$ cat src/rtl/mm_pkg.sv
// Shared types and helpers for the streaming matrix-multiply sequencer.
package mm_pkg;

    localparam int unsigned MAX_DIM_DEF = 8;
    localparam int unsigned DW_DEF      = 4;

    localparam logic [1:0] EP_A_BAD = 2'b01;
    localparam logic [1:0] EP_B_BAD = 2'b10;

    typedef enum logic [2:0] {
        IDLE, LOAD_A, SWAP, LOAD_B, CHECK, COMP, EMIT, REPORT
    } state_e;

    // Row-major operand-buffer address of element (r, c).
    function automatic int unsigned addr(input int unsigned r, input int unsigned c,
                                         input int unsigned max_dim = MAX_DIM_DEF);
        return r * max_dim + c;
    endfunction

endpackage

$ cat src/rtl/mm_shape_trk.sv
// Shape tracker for one matrix: counts elements/rows, latches the first row
// length and flags ragged or oversize input. Reused for A then B.
module mm_shape_trk #(
    parameter int unsigned MAX_DIM = 8,
    parameter int unsigned DW      = 4
) (
    input  logic          clk,
    input  logic          rst,
    input  logic          clr_i,
    input  logic          elem_i,
    input  logic          row_done_i,
    output logic [DW-1:0] col_o,
    output logic [DW-1:0] row_o,
    output logic [DW-1:0] rows_o,
    output logic [DW-1:0] cols_o,
    output logic          bad_o,
    output logic          room_o
);

    logic [DW-1:0] col_q, row_q, cols_q;
    logic          bad_q;
    logic [DW-1:0] col_b, row_b, cols_b, len_c;
    logic          bad_b;

    // A clear and the first element of the next matrix may land in the same cycle.
    always_comb begin
        col_b  = clr_i ? '0 : col_q;
        row_b  = clr_i ? '0 : row_q;
        cols_b = clr_i ? '0 : cols_q;
        bad_b  = clr_i ? 1'b0 : bad_q;
        len_c  = col_b + DW'(1);
    end

    assign room_o = (col_b < DW'(MAX_DIM)) && (row_b < DW'(MAX_DIM));
    assign col_o  = col_b;
    assign row_o  = row_b;
    assign rows_o = row_q;
    assign cols_o = cols_q;
    assign bad_o  = bad_q;

    always_ff @(posedge clk) begin
        if (rst) begin
            col_q  <= '0;
            row_q  <= '0;
            cols_q <= '0;
            bad_q  <= 1'b0;
        end else begin
            col_q  <= col_b;
            row_q  <= row_b;
            cols_q <= cols_b;
            bad_q  <= bad_b;
            if (elem_i) begin
                if (!room_o) bad_q <= 1'b1;
                if (row_done_i) begin
                    col_q <= '0;
                    if (row_b < DW'(MAX_DIM)) row_q <= row_b + DW'(1);
                    if (row_b == '0) cols_q <= len_c;
                    else if (len_c != cols_b) bad_q <= 1'b1;
                end else if (col_b < DW'(MAX_DIM)) begin
                    col_q <= col_b + DW'(1);
                end
            end
        end
    end

endmodule

$ cat src/rtl/mm_seq_ctrl.sv
// Control FSM for the streaming matrix-multiply datapath.
// Optional MM_SEQ_OREADY_EN adds out_ready back-pressure on EMIT/REPORT.
module mm_seq_ctrl
    import mm_pkg::*;
#(
    parameter int unsigned MAX_DIM = MAX_DIM_DEF,
    parameter int unsigned DW      = DW_DEF,
    parameter int unsigned AW      = $clog2(MAX_DIM * MAX_DIM)
) (
    input  logic          clk,
    input  logic          rst,
    input  logic          in_valid,
    input  logic          col_end,
    input  logic          row_end,
`ifdef MM_SEQ_OREADY_EN
    input  logic          out_ready,
`endif
    output logic          busy,
    output logic          wr_en,
    output logic          wr_sel,
    output logic [AW-1:0] wr_addr,
    output logic [AW-1:0] rd_addr_a,
    output logic [AW-1:0] rd_addr_b,
    output logic          mac_en,
    output logic          mac_clr,
    output logic          out_valid,
    output logic          change_row,
    output logic          is_legal,
    output logic [1:0]    ep
);

    state_e        state_q;
    logic          busy_q, mac_en_q, mac_clr_q, out_valid_q, change_row_q, is_legal_q;
    logic [1:0]    ep_q;
    logic [AW-1:0] rd_a_q, rd_b_q;
    logic [DW-1:0] i_q, j_q, k_q, rows_a_q, cols_a_q, cols_b_q;

    logic          accept_c, out_ready_c, trk_clr_c, trk_bad, trk_room;
    logic          last_i_c, last_j_c, last_k_c;
    logic [DW-1:0] trk_col, trk_row, trk_rows, trk_cols;

`ifdef MM_SEQ_OREADY_EN
    assign out_ready_c = out_ready;
`else
    assign out_ready_c = 1'b1;
`endif

    assign accept_c  = in_valid && !busy_q;
    assign trk_clr_c = (state_q == IDLE) || (state_q == SWAP);
    assign last_i_c  = (i_q == rows_a_q - DW'(1));
    assign last_j_c  = (j_q == cols_b_q - DW'(1));
    assign last_k_c  = (k_q == cols_a_q - DW'(1));

    mm_shape_trk #(.MAX_DIM(MAX_DIM), .DW(DW)) u_trk (
        .clk        (clk),
        .rst        (rst),
        .clr_i      (trk_clr_c),
        .elem_i     (accept_c),
        .row_done_i (col_end || row_end),
        .col_o      (trk_col),
        .row_o      (trk_row),
        .rows_o     (trk_rows),
        .cols_o     (trk_cols),
        .bad_o      (trk_bad),
        .room_o     (trk_room)
    );

    assign wr_en      = accept_c && trk_room;
    assign wr_sel     = (state_q == LOAD_B);
    assign wr_addr    = AW'(addr(32'(trk_row), 32'(trk_col), MAX_DIM));
    assign busy       = busy_q;
    assign rd_addr_a  = rd_a_q;
    assign rd_addr_b  = rd_b_q;
    assign mac_en     = mac_en_q;
    assign mac_clr    = mac_clr_q;
    assign out_valid  = out_valid_q;
    assign change_row = change_row_q;
    assign is_legal   = is_legal_q;
    assign ep         = ep_q;

    // Outputs are set on the transition into the state they belong to.
    always_ff @(posedge clk) begin
        if (rst) begin
            state_q      <= IDLE;
            busy_q       <= 1'b0;
            mac_en_q     <= 1'b0;
            mac_clr_q    <= 1'b0;
            out_valid_q  <= 1'b0;
            change_row_q <= 1'b0;
            is_legal_q   <= 1'b0;
            ep_q         <= '0;
            rd_a_q       <= '0;
            rd_b_q       <= '0;
            i_q          <= '0;
            j_q          <= '0;
            k_q          <= '0;
            rows_a_q     <= '0;
            cols_a_q     <= '0;
            cols_b_q     <= '0;
        end else begin
            mac_en_q  <= 1'b0;
            mac_clr_q <= 1'b0;
            case (state_q)
                IDLE: begin
                    if (accept_c) begin
                        ep_q <= '0;
                        if (row_end) begin
                            state_q <= SWAP;
                            busy_q  <= 1'b1;
                        end else begin
                            state_q <= LOAD_A;
                        end
                    end
                end
                LOAD_A: begin
                    if (accept_c && row_end) begin
                        state_q <= SWAP;
                        busy_q  <= 1'b1;
                    end
                end
                SWAP: begin
                    rows_a_q <= trk_rows;
                    cols_a_q <= trk_cols;
                    ep_q     <= trk_bad ? EP_A_BAD : 2'b00;
                    state_q  <= LOAD_B;
                    busy_q   <= 1'b0;
                end
                LOAD_B: begin
                    if (accept_c && row_end) begin
                        state_q <= CHECK;
                        busy_q  <= 1'b1;
                    end
                end
                CHECK: begin
                    cols_b_q <= trk_cols;
                    ep_q     <= ep_q | (trk_bad ? EP_B_BAD : 2'b00);
                    i_q      <= '0;
                    j_q      <= '0;
                    k_q      <= '0;
                    if (!trk_bad && ep_q == 2'b00 && cols_a_q == trk_rows) begin
                        state_q   <= COMP;
                        mac_en_q  <= 1'b1;
                        mac_clr_q <= 1'b1;
                        rd_a_q    <= '0;
                        rd_b_q    <= '0;
                    end else begin
                        state_q      <= REPORT;
                        out_valid_q  <= 1'b1;
                        is_legal_q   <= 1'b0;
                        change_row_q <= 1'b0;
                    end
                end
                COMP: begin
                    if (last_k_c) begin
                        state_q      <= EMIT;
                        out_valid_q  <= 1'b1;
                        is_legal_q   <= 1'b1;
                        change_row_q <= last_j_c;
                    end else begin
                        k_q      <= k_q + DW'(1);
                        mac_en_q <= 1'b1;
                        rd_a_q   <= AW'(addr(32'(i_q), 32'(k_q) + 32'd1, MAX_DIM));
                        rd_b_q   <= AW'(addr(32'(k_q) + 32'd1, 32'(j_q), MAX_DIM));
                    end
                end
                EMIT: begin
                    if (out_ready_c) begin
                        out_valid_q  <= 1'b0;
                        is_legal_q   <= 1'b0;
                        change_row_q <= 1'b0;
                        k_q          <= '0;
                        if (last_j_c && last_i_c) begin
                            state_q <= IDLE;
                            busy_q  <= 1'b0;
                        end else begin
                            state_q   <= COMP;
                            mac_en_q  <= 1'b1;
                            mac_clr_q <= 1'b1;
                            if (last_j_c) begin
                                i_q    <= i_q + DW'(1);
                                j_q    <= '0;
                                rd_a_q <= AW'(addr(32'(i_q) + 32'd1, 32'd0, MAX_DIM));
                                rd_b_q <= '0;
                            end else begin
                                j_q    <= j_q + DW'(1);
                                rd_a_q <= AW'(addr(32'(i_q), 32'd0, MAX_DIM));
                                rd_b_q <= AW'(addr(32'd0, 32'(j_q) + 32'd1, MAX_DIM));
                            end
                        end
                    end
                end
                REPORT: begin
                    if (out_ready_c) begin
                        state_q      <= IDLE;
                        busy_q       <= 1'b0;
                        out_valid_q  <= 1'b0;
                        is_legal_q   <= 1'b0;
                        change_row_q <= 1'b0;
                    end
                end
                default: begin
                    state_q <= IDLE;
                    busy_q  <= 1'b0;
                end
            endcase
        end
    end

endmodule

$ cat config.mk
export PLATFORM = sky130hd
export DESIGN_NAME = mm_seq_ctrl
export DESIGN_NICKNAME = d
export VERILOG_FILES = /design/src/rtl/mm_pkg.sv /design/src/rtl/mm_shape_trk.sv /design/src/rtl/mm_seq_ctrl.sv
export SDC_FILE = /design/constraint.sdc
export NUM_CORES = 1
export LEC_CHECK = 0
export BUFFER_PORTS_ARGS = -buffer_cell sky130_fd_sc_hd__buf_2
export CAP_MARGIN = 40
export CELL_PAD_IN_SITES_DETAIL_PLACEMENT = 1
export CELL_PAD_IN_SITES_GLOBAL_PLACEMENT = 1
export CORE_MARGIN = 2
export CORE_UTILIZATION = 45
export DETAILED_ROUTE_END_ITERATION = 12
export PLACE_DENSITY = 0.77
export SYNTH_ARGS = -nofsm -noshare
export SYNTH_HDL_FRONTEND = slang
export SYNTH_SLANG_ARGS = --single-unit
$ cat constraint.sdc
create_clock -name clk -period 3.1 [get_ports clk]
set_clock_uncertainty 0.2 [all_clocks]
set_input_delay 0.155 -clock clk [delete_from_list [all_inputs] [get_ports clk]]
set_output_delay 0.155 -clock clk [all_outputs]
set_load 0.02 [all_outputs]
==> results of run 1 <==
## worst min-delay path by stage
stage	slack [ns]	endpoint	cells after the start
floorplan	0.10	state_q[2]	2
global placement	0.24	rd_addr_b[5]	2
detailed placement	0.25	rd_addr_b[5]	2
CTS	0.0008	busy	3
global route	0.004	busy	3
finish	0.01	busy	3
## power groups by stage
| stage | registers [mW] | clock network (mW) | logic, mW |
|---|---|---|---|
| 2_1_floorplan | 0.807 | 0 | 0.109 |
| 3_3_place_gp | 0.816 | 0 | 0.139 |
| 3_5_place_dp | 0.816 | 0 | 0.142 |
| 4_1_cts | 0.798 | 0.741 | 0.144 |
| 5_1_grt | 0.800 | 0.766 | 0.161 |
| 6_report | 0.799 | 0.720 | 0.144 |
## sequential cells by signal (all words and copies together), names as in the netlist
signal        cells
i_q               4
change_row        1
rd_addr_b         6
u_trk.rows_o      4
cols_b_q          4
u_trk.bad_o       1
out_valid         1
u_trk.cols_o      4
k_q               4
mac_clr           1
rows_a_q          4
state_q           3
rd_addr_a         6
mac_en            1
is_legal          1
cols_a_q          4
u_trk.col_q       4
ep                2
busy              1
j_q               4
## kinds of logic after synthesis
group,synth area share
simple gates,0.211
compound gates,0.166
flops,0.366
xor+xnor,0.115
buf+inv,0.0480
fa+ha+maj,0.0632
mux,0.0312
## metrics by stage
step                      power (mW)  setup slack (ns)  utilization
after CTS                       1.68             0.435        0.526
final                           1.66             0.417        0.526
after detailed placement       0.959             0.475        0.497
after global routing            1.73             0.267        0.526
after global placement         0.955             0.574        0.497
after floorplan                0.916             0.674            -
## worst max-delay path, stage by stage (launching register included)
cell and delay [ns]:
dfxtp_1 0.38, inv_1 0.08, ha_1 0.30, xor2_1 0.18
and3_4 0.24, nand4_2 0.17, a222oi_1 0.39, buf_4 0.32
mux2i_1 0.22, nor2_1 0.06
## layer usage
metal / wire length (microns) / vias to the layer above
met5: 0 / -
met4: 213 / 0
met3: 268 / 19
met2: 4300 / 47
met1: 4130 / 1438
li1: - / 1414
## synth_stat cells, types with 2 or more instances
| library cell | instances | area (sq um) |
|---|---|---|
| ha_1 | 15 | 188 |
| xnor2_1 | 19 | 166 |
| a31oi_1 | 3 | 18.8 |
| or4_1 | 2 | 15.0 |
| a221oi_1 | 5 | 43.8 |
| mux2_2 | 2 | 22.5 |
| nand3_1 | 13 | 65.1 |
| buf_4 | 2 | 15.0 |
| clkinv_1 | 2 | 7.51 |
| nor3_1 | 17 | 85.1 |
| xor2_1 | 15 | 131 |
| nand4_1 | 4 | 25.0 |
| a32o_2 | 2 | 22.5 |
| nor2_1 | 49 | 184 |
| nor2b_1 | 2 | 12.5 |
| and2b_1 | 4 | 30.0 |
| a31o_1 | 2 | 17.5 |
| nor3_2 | 7 | 70.1 |
| a31o_2 | 2 | 17.5 |
| nand2b_1 | 3 | 18.8 |
| buf_2 | 2 | 10.0 |
| nand2_1 | 27 | 101 |
| and2_1 | 2 | 12.5 |
| clkbuf_1 | 11 | 41.3 |
| inv_1 | 15 | 56.3 |
| a211oi_1 | 3 | 22.5 |
| a311oi_1 | 3 | 26.3 |
| mux2i_1 | 8 | 80.1 |
| dfxtp_1 | 60 | 1200 |
| o21ai_0 | 16 | 80.1 |
| o21a_1 | 2 | 15.0 |
| or3_1 | 3 | 18.8 |
| a21oi_1 | 28 | 140 |
| a22oi_1 | 2 | 15.0 |
## area by class of cell
type                    count  area [sq um]
clock inverters             6          63.8
flip-flops and latches     60          1200
clock buffers              10           138
multi-input cells         285          1930
inverters                  17          63.8
repair buffers             45           260
well taps                  99           124
fillers                   873          3400
==> results.md, run 1 <==
- Number of port buffers: 32
- Area of the mapped netlist: 3280 sq um
- Row Count: 31
- PwrDens: 440 nW/um^2
- Commonest register cell after synthesis: dfxtp_1
- Antenna violations before repair: 0
- Cell count after synthesis: 380
- Source of the worst hold timing path: in_valid
- Unrepaired setup endpoints after global routing: false
- Die H: 89.4 microns
- Kind of critical path: register to register
- FF+latch count, synth: 60
- DR vias/cell: 5.59
- Clock period minus final worst setup slack: 2.68 ns
- X dimension of the die: 89.4 microns
- Via count of the first global-routing pass: 3049
- Slew Viols, Final: 0
- IO Pins: 33
- Number of hold violations in the final report: 0
- Area growth from synthesis to final layout: 15.0%
- Leakage power of the design: 1.59 nW
- Syn Nets: 401
- Clock network latency to the later pin of the worst-skew pair: 0.35 ns
- Root buffer selected by CTS: clkbuf_8
- Hold Slack: 0.0105 ns
- Share of power burned in registers: 0.481
- Deepest clock path buffer count: 2
- Setup violations, final: 0
- Worst Max-Slew Pin Slew: 0.704 ns
- Number of resized instances in the post-cts repair step: 0
- Critical path fanouts, max: 22
- # DRC: 0
- Switching power of the nets: 0.441 mW
- Post-synthesis area per instance: 8.64 sq um
- Detailed-placement wirelength estimate: 6530 microns
- Number of levels in the clock H-tree: 3
- Number of nets in the layout: 439
- Yosys Warn Count: 0
- Internal Dissipation: 1.22 mW
- Sum of routed wire length over all layers: 8910 microns
- Synth cell types: 62
- Placed instance count: 505
- Data required time of the critical path: 3.12 ns
- Remaining Overflow, GRT: 0
- Maximum number of pins on one net before global-route repair: 33
- Commonest cells after routing, fill and taps aside: dfxtp_1 (60), nor2_1 (49), buf_2 (32), a21oi_1 (28), nand2_1 (27)
- Critical Path Source Type: register
- Starting density of the core: 0.458
- Core footprint: 7180 sq um
- Critical Path Start: cols_b_q[0]
- Number of buffers inserted by hold repair at cts: 1
- Sink count of the clock tree: 60
- Die ar.: 8000 sq um
- Global-route layer with the greatest usage: met2
- Worst reg2reg path depth: 9
- First-pass iteration count of the detailed router: 4
- Fmax: 373 MHz
- Violation count after the first detailed-route iteration: 84
- Final instance count without filler cells: 522
- Proportion of power drawn by the clock network: 0.433
- Number of max-cap violations: 0
- Kind of path behind the tightest hold check: input port to register
- TritonCTS Buffers: 9
- Layout cell share with drive strength beyond 1: 0.196
- Met1 track demand over resource in global routing: 0.302
- Met3 track demand over resource: 0.0480
- Data arrival at the endpoint of the critical path: 2.70 ns
- Reg2reg setup slack: 0.42 ns
- Endpoint of the lowest-slack register-to-register path: rd_addr_b[3]
- Register clock-pin slew on the reported worst setup and hold paths: 0.08 ns
- Switch share: 0.265
- Aggregate global-route resource usage: 0.241
- Final RePlAce weighted congestion: 0.808
- Total number of vias: 2918
- Outcome: finished clean
- Most common cell after layout, fill and taps aside: dfxtp_1
- Sequential area share after synthesis: 0.366
- Area of all placed cells without fillers: 3780 sq um
- Worst-case headroom to the max-slew limit: 0.531
- Kind of capture point of the worst setup path: register
- Cell area after placement: 3560 sq um
- Reg-to-Reg Start: cols_b_q[0]
- Count of flip-flops with a built-in enable after synthesis: 0
- Total setup buffers inserted after CTS: 0
- Grt met2 use: 0.410
- DRT antenna net count: 0
- ANT cells: 0
- Total negative slack: 0 ns
- Peak supply drop: 0.225 mV
- CTS tree: done
- Crit path capture: rd_addr_b[3]
- Combinational fraction of design power: 0.086
- Fraction of registers with async set or reset after synthesis: 0
- Wire length of the first global-routing pass: 14700 microns
- Detailed-route wire length per cell: 17.1 microns
- Share of the cycle needed by the critical path after routing: 0.865
(Power assumes the default switching activity.)
==> run 2, diff against run 1 <==
==> constraint.sdc (replaced) <==
create_clock -name clk -period 2.48 [get_ports clk]
set_clock_uncertainty 0.2 [all_clocks]
set_input_delay 0.124 -clock clk [delete_from_list [all_inputs] [get_ports clk]]
set_output_delay 0.124 -clock clk [all_outputs]
set_load 0.005 [all_outputs]
==> run 2 against run 1 <==
Critical path depth unchanged. Sequential power increased by 24%. Via count increased by 6.0%. Maximum frequency increased by 10%. Global-route usage increased by 2.3 points. Die area unchanged. Combinational power increased by 47%. First-iteration DRC count increased by 20%. Clock power increased by 29%. Worst setup slack got worse by 0.37 ns. Wire length increased by 18%. Largest cell class unchanged. Largest power group unchanged.
==> results.md, run 2 (synthesis results as in run 1) <==
- Outcome: finished clean
- Critical path fanouts, max: 6 (-73%)
- TritonCTS Buffers: 9 (unchanged)
- ANT cells: 0 (unchanged)
- Critical Path Source Type: register
- Fmax: 411 MHz (+10%)
- Detailed-placement wirelength estimate: 6980 microns (+6.9%)
- Number of port buffers: 32 (unchanged)
- Worst path setup slack after routing: 0.0485 ns (-0.369 ns)
- Worst Max-Slew Pin Slew: 0.549 ns (-0.155 ns)
- End point of the most critical hold path: u_trk.cols_o[1]
- Layout cell share with drive strength beyond 1: 0.284 (+0.0879)
- Via count of the first global-routing pass: 3104 (+1.8%)
- Setup violations, final: 0 (unchanged)
- Commonest cells after routing, fill and taps aside: dfxtp_1 (52), nor2_1 (49), buf_4 (39), buf_2 (32), a21oi_1 (28)
- Endpoint of the lowest-slack register-to-register path: rd_addr_a[2]
- Worst-case headroom to the max-slew limit: 0.633 (+0.103)
- Wire length of the first global-routing pass: 15700 microns (+7.4%)
- Sink count of the clock tree: 60 (unchanged)
- Number of nets in the layout: 471 (+7.3%)
- Fill cell total of the finished layout: 874 (+0.11%)
- Kind of path behind the tightest hold check: input port to register
- Reg-to-Reg Start: cols_b_q[0]
- Number of hold violations in the final report: 0 (unchanged)
- Clock period minus final worst setup slack: 2.43 ns (-0.251 ns)
- Final Util: 0.574 (+0.0480)
- IO Pins: 33 (unchanged)
- Die H: 89.4 microns (unchanged)
- DR vias/cell: 5.59 (about the same)
- # DRC: 0 (unchanged)
- Kind of capture point of the worst setup path: register
- Register clock-pin slew on the reported worst setup and hold paths: 0.07 ns (about the same)
- Most common cell after layout, fill and taps aside: dfxtp_1
- Share of the cycle needed by the critical path after routing: 0.980 (+0.115)
- Kind of critical path: register to register
- Slew Viols, Final: 0 (unchanged)
- Root buffer selected by CTS: clkbuf_8
- Data required time of the critical path: 2.52 ns (-0.60 ns)
- Antenna violations before repair: 0 (unchanged)
- Remaining Overflow, GRT: 0 (unchanged)
- PwrDens: 518 nW/um^2 (+18%)
- Maximum number of pins on one net before global-route repair: 26 (-21%)
- First-pass iteration count of the detailed router: 4 (unchanged)
- Leakage power of the design: 1.79 nW (+12%)
- Starting density of the core: 0.458 (unchanged)
- Aggregate global-route resource usage: 0.264 (+0.0232)
- DRT antenna net count: 0 (unchanged)
- Cell depth of the worst min-delay path: 5 (+2)
- Worst reg2reg path depth: 9 (unchanged)
- Deepest clock path buffer count: 2 (unchanged)
- Number of levels in the clock H-tree: 3 (unchanged)
- Core footprint: 7180 sq um (unchanged)
- Unrepaired setup endpoints after global routing: true
- Final RePlAce weighted congestion: 0.812 (+0.53%)
- Reg2reg setup slack: 0.05 ns (-0.37 ns)
- Source of the worst hold timing path: col_end
- Sum of routed wire length over all layers: 10500 microns (+18%)
- Violation count after the first detailed-route iteration: 101 (+20%)
- Clock network latency to the later pin of the worst-skew pair: 0.34 ns (about the same)
- Die ar.: 8000 sq um (unchanged)
- Area growth from synthesis to final layout: 25.4%
- Total number of vias: 3094 (+6.0%)
- Peak supply drop: 0.309 mV (+37%)
- Row Count: 31 (unchanged)
- Number of max-cap violations: 0 (unchanged)
- Dpl ws: -0.0200 ns (-0.495 ns)
- X dimension of the die: 89.4 microns (unchanged)
- Detailed-route wire length per cell: 19.1 microns (+12%)
- Data arrival at the endpoint of the critical path: 2.47 ns (-0.23 ns)
- CTS tree: done
==> run 2: changes by cell type in the layout (fill, tap and decap cells not counted), moves of 5 or more <==
cell	previous run	this run
buf_4	12	39
dfxtp_1	60	52
dfxtp_2	0	7
inv_1	15	10
inv_2	0	5
==> run 2: final cells by class <==
type | count | area [sq um] | area share
Clock inverter | 1 | 30.0 | 0.00729
Inverter | 17 | 63.8 | 0.0155
Timing Repair Buffer | 77 | 534 | 0.130
Clock buffer | 14 | 173 | 0.0419
Tap cell | 99 | 124 | 0.0301
Sequential cell | 60 | 1210 | 0.295
Multi-Input combinational cell | 285 | 1980 | 0.481
==> run 2: power by group <==
| group | total (mW) | internal [mW] | leakage, nW | switching [mW] |
|---|---|---|---|---|
| clock | 0.930 | 0.543 | 0.103 | 0.387 |
| combinational | 0.211 | 0.0794 | 1.20 | 0.132 |
| sequential | 0.992 | 0.976 | 0.489 | 0.0162 |
==> run 2: metrics by stage <==
step / TNS, ns / hold slack, ns / cell area (sq um) / instances / total power, mW
finish: 0 / 0.123 / 4120 / 553 / 2.13
global placement: 0 / 0.226 / 3740 / 528 / 1.19
CTS: 0 / 0.100 / 4010 / 549 / 2.13
floorplan: 0 / 0.0717 / 3280 / 380 / 1.14
detailed placement: -0.0423 / 0.242 / 3740 / 528 / 1.20
global route: -0.447 / 0.144 / 4120 / 553 / 2.21
==> run 2: worst max path at each step <==
stage	from	end	slack [ns]
global route	cols_b_q[1]	rd_addr_a[2]	-0.07
finish	cols_b_q[0]	rd_addr_a[2]	0.05
detailed placement	cols_a_q[0]	rd_addr_b[3]	-0.02
global placement	cols_a_q[0]	rd_addr_b[3]	0.06
CTS	rows_a_q[0]	rd_addr_a[2]	0.02
floorplan	cols_a_q[0]	rd_addr_b[3]	0.05
==> run 2: worst max-delay path, cell delays in order (launching register included) <==
cell and delay (ns):
dfxtp_2 0.33, buf_4 0.14, nor3_2 0.30, xor2_2 0.27, nand4_2 0.15, a222oi_1 0.36
buf_4 0.21, buf_8 0.13, nor3_1 0.05, a31o_1 0.19
==> run 2: layer usage <==
metal	vias to the layer above	GRT usage	share of wire
met4	0	0.0855	0.018
met5	-	0	0
met1	1533	0.331	0.43
met3	18	0.0619	0.037
met2	71	0.448	0.51
li1	1472	-	-
==> run 2: repair_timing <==
action,CTS,global route
pin swaps,0,5
endpoints found under the setup margin,8,20
gates cloned,1,1
endpoints found under the hold margin,6,0
gates resized for setup,8,21
buffers inserted,2,3
hold buffers,3,0
